`src/rtl/vrased_rst_seq_pkg.sv`:
```
// Shared types and constants for the VRASED reset sequencer.
package vrased_rst_seq_pkg;

  typedef enum logic [1:0] {
    SEQ_IDLE    = 2'd0,
    SEQ_ASSERT  = 2'd1,
    SEQ_RELEASE = 2'd2
  } seq_state_e;

  localparam logic [15:0] RESET_HANDLER_DEF = 16'h0000;

  // Counter width able to hold n-1, never narrower than one bit.
  function automatic int cnt_w(input int n);
    return (n > 1) ? $clog2(n) : 1;
  endfunction

endpackage

```
`src/rtl/vrased_rst_seq_if.sv`:
```
// Monitor-side bundle of the reset sequencer: violation inputs and reset/log outputs.
interface vrased_rst_seq_if #(parameter int CNT_W = 8);
  logic             viol_req;
  logic             swatt_exec;
  logic [15:0]      pc;
  logic             cpu_rst;
  logic             seq_busy;
  logic             attest_abort;
  logic [CNT_W-1:0] viol_cnt;
  logic [15:0]      viol_pc;

  modport master (
    output viol_req, swatt_exec, pc,
    input  cpu_rst, seq_busy, attest_abort, viol_cnt, viol_pc
  );

  modport slave (
    input  viol_req, swatt_exec, pc,
    output cpu_rst, seq_busy, attest_abort, viol_cnt, viol_pc
  );
endinterface

```
`src/rtl/vrased_rst_seq_down_cnt.sv`:
```
// Loadable down-counter that stops at zero; load has priority over decrement.
module vrased_down_cnt #(
  parameter int W = 4
) (
  input  logic         clk,
  input  logic         rst_n,
  input  logic         i_load,
  input  logic [W-1:0] i_load_val,
  input  logic         i_dec,
  output logic         o_zero
);
  logic [W-1:0] r_cnt;

  always_ff @(posedge clk or negedge rst_n) begin
    if (!rst_n) begin
      r_cnt <= '0;
    end else if (i_load) begin
      r_cnt <= i_load_val;
    end else if (i_dec && (r_cnt != '0)) begin
      r_cnt <= r_cnt - W'(1);
    end
  end

  assign o_zero = (r_cnt == '0);
endmodule

```
`src/rtl/vrased_rst_seq.sv`:
```
// VRASED reset sequencer: stretched CPU reset, re-entry check at RESET_HANDLER.
// Violation logging is built only when VRASED_VIOL_LOG_EN is defined.
module vrased_rst_seq
  import vrased_rst_seq_pkg::*;
#(
  parameter logic [15:0] RESET_HANDLER = RESET_HANDLER_DEF,
  parameter int          HOLD_CYCLES   = 4,
  parameter int          FETCH_TIMEOUT = 16,
  parameter int          CNT_W         = 8
) (
  input  logic             clk,
  input  logic             reset_n,
  vrased_rst_seq_if.slave  bus
);
  localparam int HW = cnt_w(HOLD_CYCLES);
  localparam int TW = cnt_w(FETCH_TIMEOUT);
  localparam logic [HW-1:0] HOLD_LD = HW'(HOLD_CYCLES - 1);
  localparam logic [TW-1:0] TOUT_LD = TW'(FETCH_TIMEOUT - 1);

  seq_state_e r_state;
  logic       r_cpu_rst;
  logic       r_busy;
  logic       w_hold_zero, w_tout_zero;
  logic       w_accept, w_timeout, w_pc_hit, w_release;

  always_comb begin
    w_pc_hit  = (bus.pc == RESET_HANDLER);
    w_accept  = bus.viol_req && (r_state == SEQ_IDLE || r_state == SEQ_RELEASE);
    w_timeout = (r_state == SEQ_RELEASE) && !bus.viol_req && !w_pc_hit && w_tout_zero;
    w_release = (r_state == SEQ_ASSERT) && w_hold_zero && !bus.viol_req;
  end

  vrased_down_cnt #(.W(HW)) u_hold_cnt (
    .clk        (clk),
    .rst_n      (reset_n),
    .i_load     (w_accept || w_timeout),
    .i_load_val (HOLD_LD),
    .i_dec      (r_state == SEQ_ASSERT),
    .o_zero     (w_hold_zero)
  );

  vrased_down_cnt #(.W(TW)) u_tout_cnt (
    .clk        (clk),
    .rst_n      (reset_n),
    .i_load     (w_release),
    .i_load_val (TOUT_LD),
    .i_dec      (r_state == SEQ_RELEASE),
    .o_zero     (w_tout_zero)
  );

  always_ff @(posedge clk or negedge reset_n) begin
    if (!reset_n) begin
      r_state   <= SEQ_IDLE;
      r_cpu_rst <= 1'b0;
      r_busy    <= 1'b0;
    end else begin
      case (r_state)
        SEQ_IDLE: begin
          if (w_accept) begin
            r_state   <= SEQ_ASSERT;
            r_cpu_rst <= 1'b1;
            r_busy    <= 1'b1;
          end
        end
        SEQ_ASSERT: begin
          if (w_release) begin
            r_state   <= SEQ_RELEASE;
            r_cpu_rst <= 1'b0;
          end
        end
        SEQ_RELEASE: begin
          // A violation outranks the PC match; timeout re-resets without logging.
          if (w_accept || w_timeout) begin
            r_state   <= SEQ_ASSERT;
            r_cpu_rst <= 1'b1;
          end else if (w_pc_hit) begin
            r_state <= SEQ_IDLE;
            r_busy  <= 1'b0;
          end
        end
        default: begin
          r_state   <= SEQ_IDLE;
          r_cpu_rst <= 1'b0;
          r_busy    <= 1'b0;
        end
      endcase
    end
  end

  assign bus.cpu_rst  = r_cpu_rst;
  assign bus.seq_busy = r_busy;

`ifdef VRASED_VIOL_LOG_EN
  logic             r_attest_abort;
  logic [CNT_W-1:0] r_viol_cnt;
  logic [15:0]      r_viol_pc;

  always_ff @(posedge clk or negedge reset_n) begin
    if (!reset_n) begin
      r_attest_abort <= 1'b0;
      r_viol_cnt     <= '0;
      r_viol_pc      <= '0;
    end else if (w_accept) begin
      if (r_viol_cnt != '1) r_viol_cnt <= r_viol_cnt + CNT_W'(1);
      r_viol_pc <= bus.pc;
      if (bus.swatt_exec) r_attest_abort <= 1'b1;
    end
  end

  assign bus.attest_abort = r_attest_abort;
  assign bus.viol_cnt     = r_viol_cnt;
  assign bus.viol_pc      = r_viol_pc;
`else
  logic w_unused_swatt;
  assign w_unused_swatt   = bus.swatt_exec;
  assign bus.attest_abort = 1'b0;
  assign bus.viol_cnt     = '0;
  assign bus.viol_pc      = '0;
`endif
endmodule

```
`src/flat_wrapper.sv`:
```
// flat-port wrapper written by rule: the top's interface ports become plain ports
module vrased_rst_seq_flat import vrased_rst_seq_pkg::*;
#(
  parameter logic [15:0] RESET_HANDLER = RESET_HANDLER_DEF,
  parameter int          HOLD_CYCLES   = 4,
  parameter int          FETCH_TIMEOUT = 16,
  parameter int          CNT_W         = 8
)
  (clk, reset_n, bus_viol_req, bus_swatt_exec, bus_pc, bus_cpu_rst, bus_seq_busy, bus_attest_abort, bus_viol_cnt, bus_viol_pc);
  vrased_rst_seq_if #(.CNT_W(CNT_W)) bus_i ();
  input  logic clk;
  input  logic reset_n;
  input wire logic [$bits(bus_i.viol_req)-1:0] bus_viol_req;
  input wire logic [$bits(bus_i.swatt_exec)-1:0] bus_swatt_exec;
  input wire logic [$bits(bus_i.pc)-1:0] bus_pc;
  output wire logic [$bits(bus_i.cpu_rst)-1:0] bus_cpu_rst;
  output wire logic [$bits(bus_i.seq_busy)-1:0] bus_seq_busy;
  output wire logic [$bits(bus_i.attest_abort)-1:0] bus_attest_abort;
  output wire logic [$bits(bus_i.viol_cnt)-1:0] bus_viol_cnt;
  output wire logic [$bits(bus_i.viol_pc)-1:0] bus_viol_pc;
  assign bus_i.viol_req = bus_viol_req;
  assign bus_i.swatt_exec = bus_swatt_exec;
  assign bus_i.pc = bus_pc;
  assign bus_cpu_rst = bus_i.cpu_rst;
  assign bus_seq_busy = bus_i.seq_busy;
  assign bus_attest_abort = bus_i.attest_abort;
  assign bus_viol_cnt = bus_i.viol_cnt;
  assign bus_viol_pc = bus_i.viol_pc;
  vrased_rst_seq #(.RESET_HANDLER(RESET_HANDLER), .HOLD_CYCLES(HOLD_CYCLES), .FETCH_TIMEOUT(FETCH_TIMEOUT), .CNT_W(CNT_W)) u_core (.clk(clk), .reset_n(reset_n), .bus(bus_i));
endmodule
```
`config.mk`:
```
export PLATFORM = sky130hd
export DESIGN_NAME = vrased_rst_seq_flat
export DESIGN_NICKNAME = d
export VERILOG_FILES = /design/src/rtl/vrased_rst_seq_pkg.sv /design/src/rtl/vrased_rst_seq_if.sv /design/src/rtl/vrased_rst_seq_down_cnt.sv /design/src/rtl/vrased_rst_seq.sv /design/src/flat_wrapper.sv
export SDC_FILE = /design/constraint.sdc
export NUM_CORES = 1
export LEC_CHECK = 0
export ABC_CLOCK_PERIOD_IN_PS = 1470
export BUFFER_PORTS_ARGS = -buffer_cell sky130_fd_sc_hd__clkbuf_2
export CAP_MARGIN = 15
export CORE_ASPECT_RATIO = 1.5
export CORE_MARGIN = 2
export CORE_UTILIZATION = 39
export CTS_CLUSTER_DIAMETER = 50
export DETAILED_ROUTE_END_ITERATION = 12
export PLACE_DENSITY = 0.85
export SYNTH_ARGS = -nofsm -noshare
export SYNTH_HDL_FRONTEND = slang
export SYNTH_SLANG_ARGS = --single-unit
export TNS_END_PERCENT = 5
```
`constraint.sdc`:
```
create_clock -name clk -period 1.47 [get_ports clk]
set_input_delay 0.294 -clock clk [delete_from_list [all_inputs] [get_ports clk]]
set_output_delay 0.294 -clock clk [all_outputs]
set_load 0.1 [all_outputs]
```
==> flow_summary.toml, run 1 <==
[run_status]
status = "completed"

[yosys]
synth_most_common_cell = "buf_4"
synth.top_cell.area_share_pct = 29.72
synth_edf_count = 0
ys_types = 32
ys_top_cells_by_count = "buf_4, dfrtp_1, inv_1"
ys_seq_area_share_pct = 29.72
ys_top_cells_by_area = "dfrtp_1, buf_4, nor4_2"
syn-cell-area_sq_um = 842.1
async_flop_share_pct = 100.0
synth-main-ff-cell = "dfrtp_1"
syn_area_per_cell_sq_um = 9.569
syn_inst = 88
yosysTopAreaCell = "dfrtp_1"
ys_warn_count = 0
ys_ff_latch = 10

[sta]
post-route-period-util_pct = 97.32
fmax_mhz = 699.0
hold_viol = 0
setup_viol_count_final = 0
slew_viol_final = 0
rsz0062_at_grt = "false"
finClkSkew_ns = 0.002189
fin_setup_tns_ns = 0
fin_crit_ns = 1.431

[placed_design]
gp_congestion = 0.7626
dp_hpwl_um = 1260
io_buffer_count = 20
placed_cell_area_sq_um = 873.3

[global_routing]
antenna_found_initial = 0
grt_pass1_vias = 632
grt_usage_pct = 12.60
grt_max_degree = 12
grt_pass1_wl_um = 2401
grt-ovfl-total = 0

[drt]
vias = 638
drc = 0
first_pass_iters = 4
wl_um = 1490
ant_nets = 0
wire_per_inst_um = 11.20
vias_per_cell = 4.797
drtIter0Drc = 6

[clocking]
clk_pin_slew_worst_paths_ns = 0.06
cts.sinks = 10
insertion_delay_ns = 0.27
root_buffer = "clkbuf_4"
max-clock-path-buffers = 2
cts_buffers = 3
htreeDepth = 1
cts_tree = "done"

[flow_run]
maxCapViolations = 0

[critical_path]
path_class = "reg -> reg"
start_kind = "register"
r2r_slack_ns = 0.04
rr_startpoint = "u_core.u_hold_cnt.r_cnt[0]"
cp_max_fo = 3
end_kind = "register"
cp.arrival_ns = 1.63
critPathRequiredTime_ns = 1.67
worst_r2r_path_depth = 5
startpoint = "u_core.u_hold_cnt.r_cnt[0]"
r2r-end = "u_core.u_hold_cnt.r_cnt[1]"

[die]
die_w_um = 41.94
coreArea_sq_um = 2027
start_util_pct = 41.54
fp.dieArea_sq_um = 2555
fp-row-count = 20
io_pins = 47
chipHeight_um = 60.91

[pwr]
p_int_uw = 756.6
vdd_drop_max_mv = 1.480
clockPowerShare_pct = 11.0
fin_total_pwr_uw = 1671
pwr-share-seq_pct = 29.7
power_switching_uw = 914.3
p_sw_share_pct = 54.72
power_frac_comb_pct = 59.2
p_per_area_nw_per_um2 = 1839
p_leak_uw = 0.0004522

[final_layout]
area_delta_synth_final_pct = 7.875
antennaDiodeCount = 0
finalInstanceArea_sq_um = 908.4
fillers = 195
drive_above_1_share_pct = 34.23
nets = 136
fin_util_pct = 44.81

[worst_hold_path]
hold_depth = 2
whs_endpoint = "u_core.r_state[1]"
hp-start = "bus_viol_req"
hp-class = "in -> reg"
==> kinds of logic after synthesis <==
logic type | synth area share, %
other | 0.4453
DFF | 29.72
adders and majority gates | 4.458
buffers and inverters | 27.19
xor gates and xnor gates | 1.040
AOI/OAI and AO/OA | 14.41
and+or+nand+nor | 22.73
==> state kept, by name, indices dropped and copies added (netlist names) <==
| register | flops |
|---|---|
| u_core.u_tout_cnt.r_cnt | 4 |
| u_core.bus.cpu_rst | 1 |
| u_core.u_hold_cnt.r_cnt | 2 |
| u_core.r_state | 2 |
| u_core.bus.seq_busy | 1 |
==> repair_timing <==
action                                  4_1_cts  5_1_grt
hold endpoints to repair                     10        0
hold buffers                                  1        0
buffers inserted                              0        0
gates resized for setup                       0        2
endpoints found under the setup margin        0        4
==> worst max-delay path by stage <==
stage / to / cells after the start / slack (ns)
after floorplan: u_core.u_hold_cnt.r_cnt[1] / 5 / 0.07
after CTS: u_core.u_hold_cnt.r_cnt[1] / 5 / 0.01
after global placement: u_core.u_hold_cnt.r_cnt[1] / 5 / 0.06
after global routing: u_core.u_hold_cnt.r_cnt[1] / 5 / 0.004
final: u_core.u_hold_cnt.r_cnt[1] / 5 / 0.04
after detailed placement: u_core.u_tout_cnt.r_cnt[2] / 5 / 0.02
==> power groups by stage <==
stage	sequential, uW	combinational, uW	clock (uW)
final	496	990	185
after global routing	512	1050	202
after CTS	493	989	192
after detailed placement	495	987	0
after global placement	488	952	0
after floorplan	636	746	0
==> critical path: stages (launching register included) <==
cell and delay, ns:
dfrtp_1 0.36, inv_1 0.06, ha_1 0.24, or4b_1 0.52
o221a_2 0.14, o21ai_2 0.05
==> metrics by stage <==
stage / hold slack [ns] / setup slack (ns) / cells
finish: 0.2895 / 0.03943 / 133
global route: 0.3055 / 0.004453 / 133
CTS: 0.2834 / 0.01260 / 133
detailed placement: 0.1793 / 0.02277 / 129
global placement: 0.1725 / 0.05508 / 129
floorplan: -0.001591 / 0.07300 / 112
==> layout make-up <==
type,count,area (sq um),share of cell area (%)
Sequential cell,10,250.2,27.55
Tap cell,22,27.53,3.030
Inverter,8,30.03,3.306
Clock buffer,3,22.52,2.479
Multi-Input combinational cell,68,455.4,50.14
Timing Repair Buffer,22,122.6,13.50
==> metal layers <==
metal	share of wire [%]	track usage (%)
met1	37	11.76
met2	53	25.22
met3	7.5	1.786
met4	2.3	8.295
met5	0	0
==> cell usage in the layout (no fill, tap or decap), types with 2 or more instances in the layout <==
| cell type | synthesis | layout |
|---|---|---|
| conb_1 | 1 | 25 |
| clkbuf_2 | 0 | 18 |
| dfrtp_1 | 10 | 10 |
| inv_1 | 8 | 7 |
| o21ai_1 | 4 | 4 |
| nor4_2 | 4 | 4 |
| a31oi_1 | 4 | 4 |
| ha_1 | 3 | 3 |
| clkbuf_4 | 0 | 3 |
| buf_4 | 25 | 3 |
| nor3b_2 | 2 | 2 |
| nor3_1 | 2 | 2 |
| nand2_1 | 2 | 2 |
| o211ai_1 | 2 | 2 |
| and3_1 | 2 | 2 |
No activity file was read; power rests on OpenSTA's default activity.
==> run 2: changes to the inputs <==
--- a/config.mk
+++ b/config.mk
@@ -14,6 +14,7 @@
 export CTS_CLUSTER_DIAMETER = 50
 export DETAILED_ROUTE_END_ITERATION = 12
 export PLACE_DENSITY = 0.85
+export SETUP_SLACK_MARGIN = 0.1
 export SYNTH_ARGS = -nofsm -noshare
 export SYNTH_HDL_FRONTEND = slang
 export SYNTH_SLANG_ARGS = --single-unit
==> flow_summary.toml, run 2 (synthesized netlist as in run 1, its figures left out) <==
[drt]
wl_um = 1709
wire_per_inst_um = 12.38
ant_nets = 0
vias = 664
first_pass_iters = 4
vias_per_cell = 4.812
drc = 0
drtIter0Drc = 29

[worst_hold_path]
whs_endpoint = "u_core.r_state[1]"
hold_depth = 2
hp-start = "bus_viol_req"
hp-class = "in -> reg"

[placed_design]
dp_cells = 130
gp_congestion = 0.7752
io_buffer_count = 20
dp_hpwl_um = 1242

[final_layout]
fin_cells = 138
multi_input_area_sq_um = 483.0
regMostFlops = "u_core.u_tout_cnt.r_cnt"
antennaDiodeCount = 0
largest_reg_flops = 4
layout_commonest_cell = "conb_1"
ff_latch_area_sq_um = 250.2
area_delta_synth_final_pct = 15.60
drive_above_1_share_pct = 39.66
reg_top3 = "u_core.u_tout_cnt.r_cnt (4), u_core.r_state (2), u_core.u_hold_cnt.r_cnt (2)"
nets = 141
fillers = 186
final_cell_mix = "conb_1, clkbuf_2, dfrtp_1"

[global_routing]
grt_pass1_vias = 617
grt_pass1_wl_um = 2421
grt_usage_pct = 12.50
antenna_found_initial = 0
grt-ovfl-total = 0
grt_max_degree = 12

[die]
start_util_pct = 41.54
die_w_um = 41.94
io_pins = 47
chipHeight_um = 60.91
fp.dieArea_sq_um = 2555
fp-row-count = 20
coreArea_sq_um = 2027

[critical_path]
r2r-end = "u_core.u_hold_cnt.r_cnt[1]"
critPathRequiredTime_ns = 1.68
crit_chain = "inv_1 > ha_1 > or4b_1 > o221a_2 > o21ai_2"
path_class = "reg -> reg"
start_kind = "register"
crit_slowest_cell = "or4b_1"
worst_r2r_path_depth = 5
r2r_slack_ns = 0.03
cp.arrival_ns = 1.65
end_kind = "register"
cp_max_fo = 2
rr_startpoint = "u_core.u_hold_cnt.r_cnt[0]"
crit_family = "simple AND/OR/NAND/NOR gates"
slowest_delay_ns = 0.47
crit_buf_inv = 1

[sta]
rsz0062_at_grt = "true"
post-route-period-util_pct = 98.26
slew_viol_final = 0
fin_setup_tns_ns = 0
fmax_mhz = 692.3
fin_crit_ns = 1.444
setup_viol_count_final = 0
hold_viol = 0
finClkSkew_ns = 0.0006878

[clocking]
cts.sinks = 10
clk_pin_slew_worst_paths_ns = 0.06
max-clock-path-buffers = 2
root_buffer = "clkbuf_4"
cts_buffers = 3
cts_tree = "done"
htreeDepth = 1
insertion_delay_ns = 0.28

[pwr]
power_frac_comb_pct = 62.0
pwr-share-seq_pct = 27.1
p_sw_share_pct = 53.94
vdd_drop_max_mv = 1.152
fin_total_pwr_uw = 1819
p_per_area_nw_per_um2 = 1868
clockPowerShare_pct = 10.9
p_int_uw = 837.5
p_leak_uw = 0.0004736
power_switching_uw = 981.0

[flow_run]
maxCapViolations = 0

[run_status]
status = "completed"
## run 2: per-layer routing
metal / vias up / GRT usage, % / share of wire [%]
met4: 0 / 6.912 / 2.2
li1: 318 / - / -
met3: 3 / 1.786 / 5.8
met1: 311 / 12.02 / 37
met5: - / 0 / 0
met2: 32 / 25.22 / 55
## run 2: worst register-to-register path: stages, from the launching register on
cell and delay [ns]:
dfrtp_1 0.35, inv_1 0.06, ha_1 0.27, or4b_1 0.47
o221a_2 0.15, o21ai_2 0.06
## run 2: layout make-up
class	count	area share, %
inverter	8	3.085
clock buffer	3	2.314
timing repair buffer	27	16.45
multi-input combinational	68	49.61
sequential	10	25.71
tap	22	2.828
## run 2: worst max path at each step
| stage | from | end | slack [ns] | cells after the start |
|---|---|---|---|---|
| finish | u_core.u_hold_cnt.r_cnt[0] | u_core.u_hold_cnt.r_cnt[1] | 0.03 | 5 |
| detailed placement | u_core.u_tout_cnt.r_cnt[0] | u_core.u_tout_cnt.r_cnt[2] | 0.03 | 5 |
| floorplan | u_core.bus.seq_busy | u_core.bus.seq_busy | 0.09 | 2 |
| global placement | u_core.u_tout_cnt.r_cnt[0] | u_core.u_tout_cnt.r_cnt[2] | 0.07 | 5 |
| global route | u_core.u_hold_cnt.r_cnt[0] | u_core.u_hold_cnt.r_cnt[1] | -0.01 | 5 |
| CTS | u_core.u_hold_cnt.r_cnt[0] | u_core.u_hold_cnt.r_cnt[1] | 0.07 | 5 |
## run 2: stage by stage
| stage | utilization [%] | setup slack (ns) | instance area (sq um) | hold slack [ns] |
|---|---|---|---|---|
| finish | 48.02 | 0.02553 | 973.4 | 0.2820 |
| global route | 48.02 | -0.01076 | 973.4 | 0.2891 |
| CTS | 45.93 | 0.06924 | 930.9 | 0.2805 |
| detailed placement | 43.46 | 0.02524 | 880.8 | 0.1742 |
| global placement | 43.46 | 0.06880 | 880.8 | 0.1660 |
| floorplan | - | 0.09029 | 932.1 | -0.001591 |
## run 2: power groups by stage
| stage | registers (uW) | logic [uW] | clock network [uW] |
|---|---|---|---|
| 6_report | 493 | 1130 | 198 |
| 5_1_grt | 506 | 1200 | 211 |
| 4_1_cts | 487 | 1050 | 196 |
| 3_5_place_dp | 497 | 1000 | 0 |
| 3_3_place_gp | 488 | 966 | 0 |
| 2_1_floorplan | 636 | 745 | 0 |
## run 2: timing repair
action                                  in CTS  in global routing
gates resized for setup                      2                  4
hold endpoints to repair                    10                  0
pin swaps                                    0                  0
hold buffers                                 1                  0
endpoints found under the setup margin       7                  9
setup buffers                                2                  2
==> run 3: changes to the inputs <==
--- a/config.mk
+++ b/config.mk
@@ -10,10 +10,11 @@
 export CAP_MARGIN = 15
 export CORE_ASPECT_RATIO = 1.5
 export CORE_MARGIN = 2
-export CORE_UTILIZATION = 39
+export CORE_UTILIZATION = 41
+export CTS_BUF_LIST = sky130_fd_sc_hd__clkbuf_4 sky130_fd_sc_hd__clkbuf_8
 export CTS_CLUSTER_DIAMETER = 50
 export DETAILED_ROUTE_END_ITERATION = 12
-export PLACE_DENSITY = 0.85
+export PLACE_DENSITY = 0.88
 export SETUP_SLACK_MARGIN = 0.1
 export SYNTH_ARGS = -nofsm -noshare
 export SYNTH_HDL_FRONTEND = slang
==> flow_summary.toml, run 3 (synthesized netlist as in run 1, its figures left out) <==
[run_status]
status = "completed"

[die]
start_util_pct = 42.59
fp.dieArea_sq_um = 2440
io_pins = 47
fp-row-count = 20
die_w_um = 41
chipHeight_um = 59.51
coreArea_sq_um = 1977

[clocking]
cts_buffers = 3
htreeDepth = 1
cts_tree = "done"
max-clock-path-buffers = 2
insertion_delay_ns = 0.27
root_buffer = "clkbuf_4"
cts.sinks = 10
clk_pin_slew_worst_paths_ns = 0.07

[pwr]
pwr-share-seq_pct = 27.7
power_switching_uw = 948.9
power_frac_comb_pct = 58.5
clockPowerShare_pct = 13.8
fin_total_pwr_uw = 1807
p_leak_uw = 0.0004926
p_int_uw = 858.6
vdd_drop_max_mv = 1.219
p_sw_share_pct = 52.50
p_per_area_nw_per_um2 = 1888

[final_layout]
area_delta_synth_final_pct = 13.67
final_cell_mix = "conb_1, clkbuf_2, dfrtp_1"
fillers = 178
finalInstanceArea_sq_um = 957.2
regMostFlops = "u_core.u_tout_cnt.r_cnt"
layout_commonest_cell = "conb_1"
drive_above_1_share_pct = 37.72
largest_reg_flops = 4
antennaDiodeCount = 0
reg_top3 = "u_core.u_tout_cnt.r_cnt (4), u_core.r_state (2), u_core.u_hold_cnt.r_cnt (2)"
nets = 138

[placed_design]
placed_cell_area_sq_um = 880.8
gp_congestion = 0.7954
io_buffer_count = 20
pre_cts_slack_ns = 0.005790
dp_hpwl_um = 1218

[sta]
hold_slack_ns = 0.2796
rsz0062_at_grt = "true"
setup_ws_ns = 0.05678
setup_viol_count_final = 0
fin_crit_ns = 1.413
slew_viol_final = 0
post-route-period-util_pct = 96.14
fmax_mhz = 707.6
finClkSkew_ns = 0.003661
fin_setup_tns_ns = 0
hold_viol = 0

[critical_path]
critPathRequiredTime_ns = 1.62
worst_r2r_path_depth = 5
end_kind = "register"
path_class = "reg -> reg"
rr_startpoint = "u_core.u_tout_cnt.r_cnt[0]"
r2r_slack_ns = 0.06
cp.arrival_ns = 1.57
r2r-end = "u_core.u_tout_cnt.r_cnt[0]"
start_kind = "register"
cp_max_fo = 4

[drt]
vias = 655
ant_nets = 0
wl_um = 1552
drtIter0Drc = 17
wire_per_inst_um = 11.41
vias_per_cell = 4.816
drc = 0
first_pass_iters = 4

[global_routing]
grt_max_degree = 12
grt_usage_pct = 13.81
antenna_found_initial = 0
grt_pass1_wl_um = 2352
grt_pass1_vias = 604
grt-ovfl-total = 0

[worst_hold_path]
whs_endpoint = "u_core.r_state[1]"
hold_depth = 2
hp-class = "in -> reg"
hp-start = "bus_viol_req"

[flow_run]
maxCapViolations = 0
==> run 3: changes by cell type in the layout (fill, tap and decap cells not counted), sizes merged <==
cell,previous run,this run
clkbuf,21,22
buf,8,5
==> run 3: timing repair <==
action | in CTS | in global routing
setup endpoints to repair | 7 | 9
gates cloned | 0 | 0
hold buffers | 1 | 0
hold endpoints to repair | 10 | 0
gates resized for setup | 3 | 3
pin swaps | 1 | 1
buffers inserted | 1 | 0
==> run 3: worst max-delay path: stages, from the launching register on <==
cell and delay (ns):
dfrtp_1 0.41, inv_2 0.08, ha_1 0.17, or3b_4 0.41, a21oi_1 0.14, o21ai_1 0.09
==> run 3: per-stage QoR <==
| stage | util [%] | cells |
|---|---|---|
| global placement | 44.56 | 130 |
| CTS | 47.72 | 136 |
| detailed placement | 44.56 | 130 |
| finish | 48.42 | 136 |
| floorplan | - | 112 |
| global route | 48.42 | 136 |
==> run 3: worst max-delay path by stage <==
stage,endpoint,cells past startpoint,slack (ns),start
2_1_floorplan,u_core.bus.seq_busy,2,0.09,u_core.bus.seq_busy
3_5_place_dp,u_core.u_tout_cnt.r_cnt[2],5,0.006,u_core.u_tout_cnt.r_cnt[0]
4_1_cts,u_core.u_hold_cnt.r_cnt[1],5,0.07,u_core.u_hold_cnt.r_cnt[0]
6_report,u_core.u_tout_cnt.r_cnt[0],5,0.06,u_core.u_tout_cnt.r_cnt[0]
5_1_grt,u_core.u_hold_cnt.r_cnt[1],5,-0.01,u_core.u_hold_cnt.r_cnt[0]
3_3_place_gp,u_core.u_tout_cnt.r_cnt[2],5,0.07,u_core.u_tout_cnt.r_cnt[0]
==> run 3: cell type report <==
type	instances	area [sq um]	share of cell area (%)
flip-flops and latches	10	250.2	26.14
well taps	22	27.53	2.876
repair buffers	24	137.6	14.38
inverters	8	30.03	3.137
clock buffers	4	36.28	3.791
multi-input cells	68	475.5	49.67
==> run 3: power groups by stage <==
stage	Combinational [uW]	Clock [uW]	Sequential, uW
5_1_grt	1130	265	514
3_5_place_dp	996	0	497
2_1_floorplan	745	0	636
3_3_place_gp	967	0	488
6_report	1060	249	500
4_1_cts	1050	255	496
==> run 3: metal layers <==
| layer | vias up | part of all wire (%) | global-route usage [%] |
|---|---|---|---|
| li1 | 314 | - | - |
| met1 | 305 | 34 | 15.13 |
| met2 | 36 | 57 | 25.00 |
| met3 | 0 | 8.5 | 2.256 |
| met4 | 0 | 0 | 4.286 |
| met5 | - | 0 | 0 |
